File: src/rtl/mem_pkg.sv
// Shared types and constants for the data-memory access sequencer.
// Latency: n/a (declarations only).
// Backpressure: n/a (declarations only).
package mem_pkg;

    localparam int WORD_W        = 16;
    localparam int MEM_WORDS_DEF = 16;

    typedef enum logic [1:0] {
        IDLE   = 2'd0,
        ACCESS = 2'd1,
        DONE   = 2'd2,
        FAULT  = 2'd3
    } state_t;

    localparam logic OP_LOAD  = 1'b0;
    localparam logic OP_STORE = 1'b1;

endpackage

File: src/rtl/mem_access_unit.sv
// Sequences one load/store at a time onto the data Memory port and range-checks the address.
// Latency: load READ_LATENCY+1 cycles, store 2 cycles, fault 1 cycle (req edge to done-high cycle).
// Backpressure: busy is high outside IDLE; req while busy is dropped, requester re-asserts after done.
module mem_access_unit
    import mem_pkg::*;
#(
    parameter int MEM_WORDS    = MEM_WORDS_DEF,
    parameter int READ_LATENCY = 1
) (
    input  logic                     clk,
    input  logic                     reset,
    input  logic                     req,
    input  logic                     we,
    input  logic        [WORD_W-1:0] addr,
    input  logic signed [WORD_W-1:0] wdata,
    output logic                     busy,
    output logic                     done,
    output logic                     fault,
    output logic signed [WORD_W-1:0] rdata,
    output logic        [WORD_W-1:0] mem_address,
    output logic signed [WORD_W-1:0] mem_write_data,
    output logic                     mem_r_flag,
    output logic                     mem_w_flag,
    input  logic signed [WORD_W-1:0] mem_read_data
);

    localparam int CNT_W = $clog2(READ_LATENCY + 1);
    // One extra bit so a MEM_WORDS of 2**WORD_W still compares correctly.
    localparam logic [WORD_W:0] ADDR_LIMIT = (WORD_W + 1)'(MEM_WORDS);

    state_t             state;
    logic               op;
    logic [CNT_W-1:0]   lat_cnt;

    // Busy is a pure decode of the registered state.
    assign busy = (state != IDLE);

    // Request capture, memory strobe sequencing and completion handshake.
    always_ff @(posedge clk) begin
        if (reset) begin
            state          <= IDLE;
            op             <= OP_LOAD;
            lat_cnt        <= '0;
            done           <= 1'b0;
            fault          <= 1'b0;
            rdata          <= '0;
            mem_address    <= '0;
            mem_write_data <= '0;
            mem_r_flag     <= 1'b0;
            mem_w_flag     <= 1'b0;
        end else begin
            case (state)
                IDLE: begin
                    done  <= 1'b0;
                    fault <= 1'b0;
                    if (req) begin
                        op             <= we;
                        mem_address    <= addr;
                        mem_write_data <= wdata;
                        if ({1'b0, addr} >= ADDR_LIMIT) begin
                            // Out of range: report immediately, never touch the memory.
                            state <= FAULT;
                            done  <= 1'b1;
                            fault <= 1'b1;
                        end else begin
                            state   <= ACCESS;
                            lat_cnt <= CNT_W'(READ_LATENCY);
                            if (we == OP_STORE) begin
                                mem_w_flag <= 1'b1;
                            end else begin
                                mem_r_flag <= 1'b1;
                            end
                        end
                    end
                end
                ACCESS: begin
                    if (op == OP_STORE) begin
                        // Single write cycle regardless of read latency.
                        mem_w_flag <= 1'b0;
                        done       <= 1'b1;
                        state      <= DONE;
                    end else if (lat_cnt <= CNT_W'(1)) begin
                        // Last read cycle: memory data is valid at this edge.
                        mem_r_flag <= 1'b0;
                        rdata      <= mem_read_data;
                        lat_cnt    <= '0;
                        done       <= 1'b1;
                        state      <= DONE;
                    end else begin
                        lat_cnt <= lat_cnt - CNT_W'(1);
                    end
                end
                DONE, FAULT: begin
                    done  <= 1'b0;
                    fault <= 1'b0;
                    state <= IDLE;
                end
                default: begin
                    state <= IDLE;
                end
            endcase
        end
    end

endmodule

File: config.mk
export PLATFORM = sky130hd
export DESIGN_NAME = mem_access_unit
export DESIGN_NICKNAME = d
export VERILOG_FILES = /design/src/rtl/mem_pkg.sv /design/src/rtl/mem_access_unit.sv
export SDC_FILE = /design/constraint.sdc
export NUM_CORES = 1
export LEC_CHECK = 0
export BUFFER_PORTS_ARGS = -buffer_cell sky130_fd_sc_hd__buf_2
export CORE_UTILIZATION = 44
export CTS_BUF_LIST = sky130_fd_sc_hd__clkbuf_4 sky130_fd_sc_hd__clkbuf_8 sky130_fd_sc_hd__clkbuf_16
export DETAILED_ROUTE_END_ITERATION = 7
export HOLD_SLACK_MARGIN = 0.03
export PLACE_DENSITY = 0.78
export SLEW_MARGIN = 25
export SYNTH_ARGS = -nofsm -noshare
export SYNTH_HDL_FRONTEND = slang
export SYNTH_SLANG_ARGS = --single-unit
File: constraint.sdc
create_clock -name clk -period 1.8 [get_ports clk]
set_clock_uncertainty 0.15 [all_clocks]
set_input_delay 0.18 -clock clk [delete_from_list [all_inputs] [get_ports clk]]
set_output_delay 0.18 -clock clk [all_outputs]
set_load 0.005 [all_outputs]
==> flow_metrics.tcl <==
set metrics [dict create \
    grt-ovfl-total 0 \
    synth_fa_ha_area_share_pct 0 \
    final_nets 447 \
    synth_top_family_by_area "simple AND/OR/NAND/NOR gates" \
    synth_xor_area_share_pct 0 \
    cp-start-kind "input port" \
    yosysUniqueCellTypes 24 \
    cts.sink_count 55 \
    drive_above_1_share_pct 33.1 \
    clockBufferDepth 2 \
    power_density_mw_per_mm2 785 \
    grt_pass1_vias 2040 \
    cts_buffers 5 \
    critPathMaxFanout 4 \
    rsz0062_at_grt "no" \
    slew_headroom_pct 73.0 \
    vias 2180 \
    fin_area_mm2 0.00317 \
    setup_viol 0 \
    die_y_um 69.4 \
    final_cell_mix "buf_2, nand2_1, dfxtp_1, dlygate4sd3_1, a21oi_1" \
    clk_latency_ns 0.30 \
    period_minus_slack_ns 1.65 \
    synth_seq_cells 55 \
    ant_nets 0 \
    setup_tns_ns 0 \
    fill_cells 332 \
    status "finished, final reports clean" \
    h-tree-depth 2 \
    critPathRequiredTime_ns 1.90 \
    first_iter_violations 110 \
    placed_cells 391 \
    leakagePower_nw 1.45 \
    place_area_mm2 0.00256 \
    stdcell_count 448 \
    yosys_warnings 0 \
    synthMuxAreaShare_pct 0 \
    drc_errors 0 \
    first_pass_iters 4 \
    start_util_pct 45.9 \
    yosys.area_share.simple_pct 23.7 \
    hold_violations 0 \
    grt_usage_pct 23.5 \
    port_buffers 104 \
    tightest_slew_ns 0.401 \
    die-width_um 69.4 \
    vias_per_cell 4.87 \
    area_growth_pct 58.7 \
    cts_tree "yes" \
    coreArea_mm2 0.00435 \
    cts-root-buf "clkbuf_8" \
    place_congestion 0.761 \
    final_common_cell "buf_2" \
    grt_pass1_wl_um 9110 \
    syn-mean-instance-area_um2 8.13 \
    antenna_found_initial 0 \
    post-route-period-util_pct 91.9 \
    peakVddDrop_uv 563 \
    power_mw 2.49 \
    cpPeakStageDelay_ns 0.54 \
    wl_per_cell_um 12.6 \
    yosysSeqAreaShare_pct 55.1 \
    arrival_ns 1.75 \
    slowest_stage "dlygate4sd3_1" \
    n_antenna_cell 0 \
    synthCells 246 \
    syn_nets 298 \
    cp_cell_sequence "dlygate4sd3_1 -> buf_2 -> nor4_1 -> nand3_1 -> nor2_2 -> a32o_1" \
    maxSlewViolCount 0 \
    synth_compound_area_share_pct 15.9 \
    wl_um 5670 \
    synth_area_mm2 0.00200 \
    fmax_ghz 0.605 \
    maxCapViolCount 0 \
    crit_type "in -> reg" \
    hold_path.class "in -> reg" \
    fp-row-count 24 \
    place_hpwl_um 3290 \
    path_clk_slew_ns 0.09 \
    end_kind "register" \
    grt_max_degree 42 \
    dieArea_mm2 0.00482 \
    ios 105 \
]
[routing by layer]
metal | up-vias | wire length (µm) | GRT usage (%)
li1 | 1093 | - | -
met1 | 1005 | 2220 | 25.0
met2 | 69 | 3090 | 45.0
met3 | 13 | 227 | 3.78
met4 | 0 | 133 | 10.2
met5 | - | 0 | 0
[per-stage QoR]
step | worst slack, ns | utilization (%) | hold slack [ns]
2_1_floorplan | 0.525 | - | 0.166
3_3_place_gp | 0.295 | 58.9 | 0.271
3_5_place_dp | 0.239 | 58.9 | 0.277
4_1_cts | 0.0201 | 72.5 | 0.0786
5_1_grt | 0.0706 | 72.9 | 0.0737
6_report | 0.146 | 72.9 | 0.0723
[synthesized netlist by cell type, drive strengths merged]
library cell	count	area (µm²)
nand2	101	382
dfxtp	55	1100
a21oi	50	284
buf	9	68.8
clkbuf	7	27.5
nor2	7	28.8
inv	3	11.3
nor4	3	18.8
and2	2	12.5
a211oi	1	7.51
a2bb2oi	1	8.76
a32o	1	10.0
nand3	1	5.00
nand4	1	6.26
nor2b	1	6.26
nor3	1	5.00
nor4b	1	8.76
o211ai	1	7.51
[worst paths after layout]
| check | from | endpoint | slack [ns] | cells after the start |
|---|---|---|---|---|
| max | addr[7] | mem_r_flag | 0.15 | 6 |
| min | addr[5] | mem_w_flag | 0.07 | 4 |
| max reg2reg | state[0] | mem_write_data[3] | 0.33 | 5 |
| min reg2reg | mem_address[5] | mem_address[5] | 0.30 | 2 |
[sequential cells by signal, indices dropped and copies added (netlist names)]
name            flops
mem_address        16
state               2
done                1
rdata              16
mem_w_flag          1
mem_write_data     16
op                  1
fault               1
mem_r_flag          1
[area by class of cell]
| class | count | area (µm²) | area share, % |
|---|---|---|---|
| Clock buffer | 8 | 104 | 3.27 |
| Inverter | 3 | 11.3 | 0.355 |
| Multi-Input combinational cell | 172 | 806 | 25.4 |
| Sequential cell | 55 | 1100 | 34.7 |
| Tap cell | 52 | 65.1 | 2.05 |
| Timing Repair Buffer | 158 | 1090 | 34.2 |
[power by group]
group | internal [mW] | switching, mW
sequential | 1.29 | 0.0378
combinational | 0.229 | 0.204
clock | 0.367 | 0.369
[cells by family (layout without fill, tap and decap cells)]
logic type / Yosys count / count (layout)
AOI/OAI and AO/OA: 54 / 54
buffers and inverters: 19 / 169
DFF: 55 / 55
and+or+nand+nor: 118 / 118
[critical path, delay by kind of cell]
kind / cells / cell delay [ns]
AO/OA/AOI/OAI: 1 / 0.14
buffers and inverters: 2 / 0.67
AND/OR/NAND/NOR: 3 / 0.76
[what timing repair did]
action,in CTS,in global routing
endpoints found under the hold margin,50,0
hold buffers,49,0
endpoints found under the setup margin,0,4
buffers inserted,0,0
gates resized for setup,0,3
(Power assumes the default switching activity.)
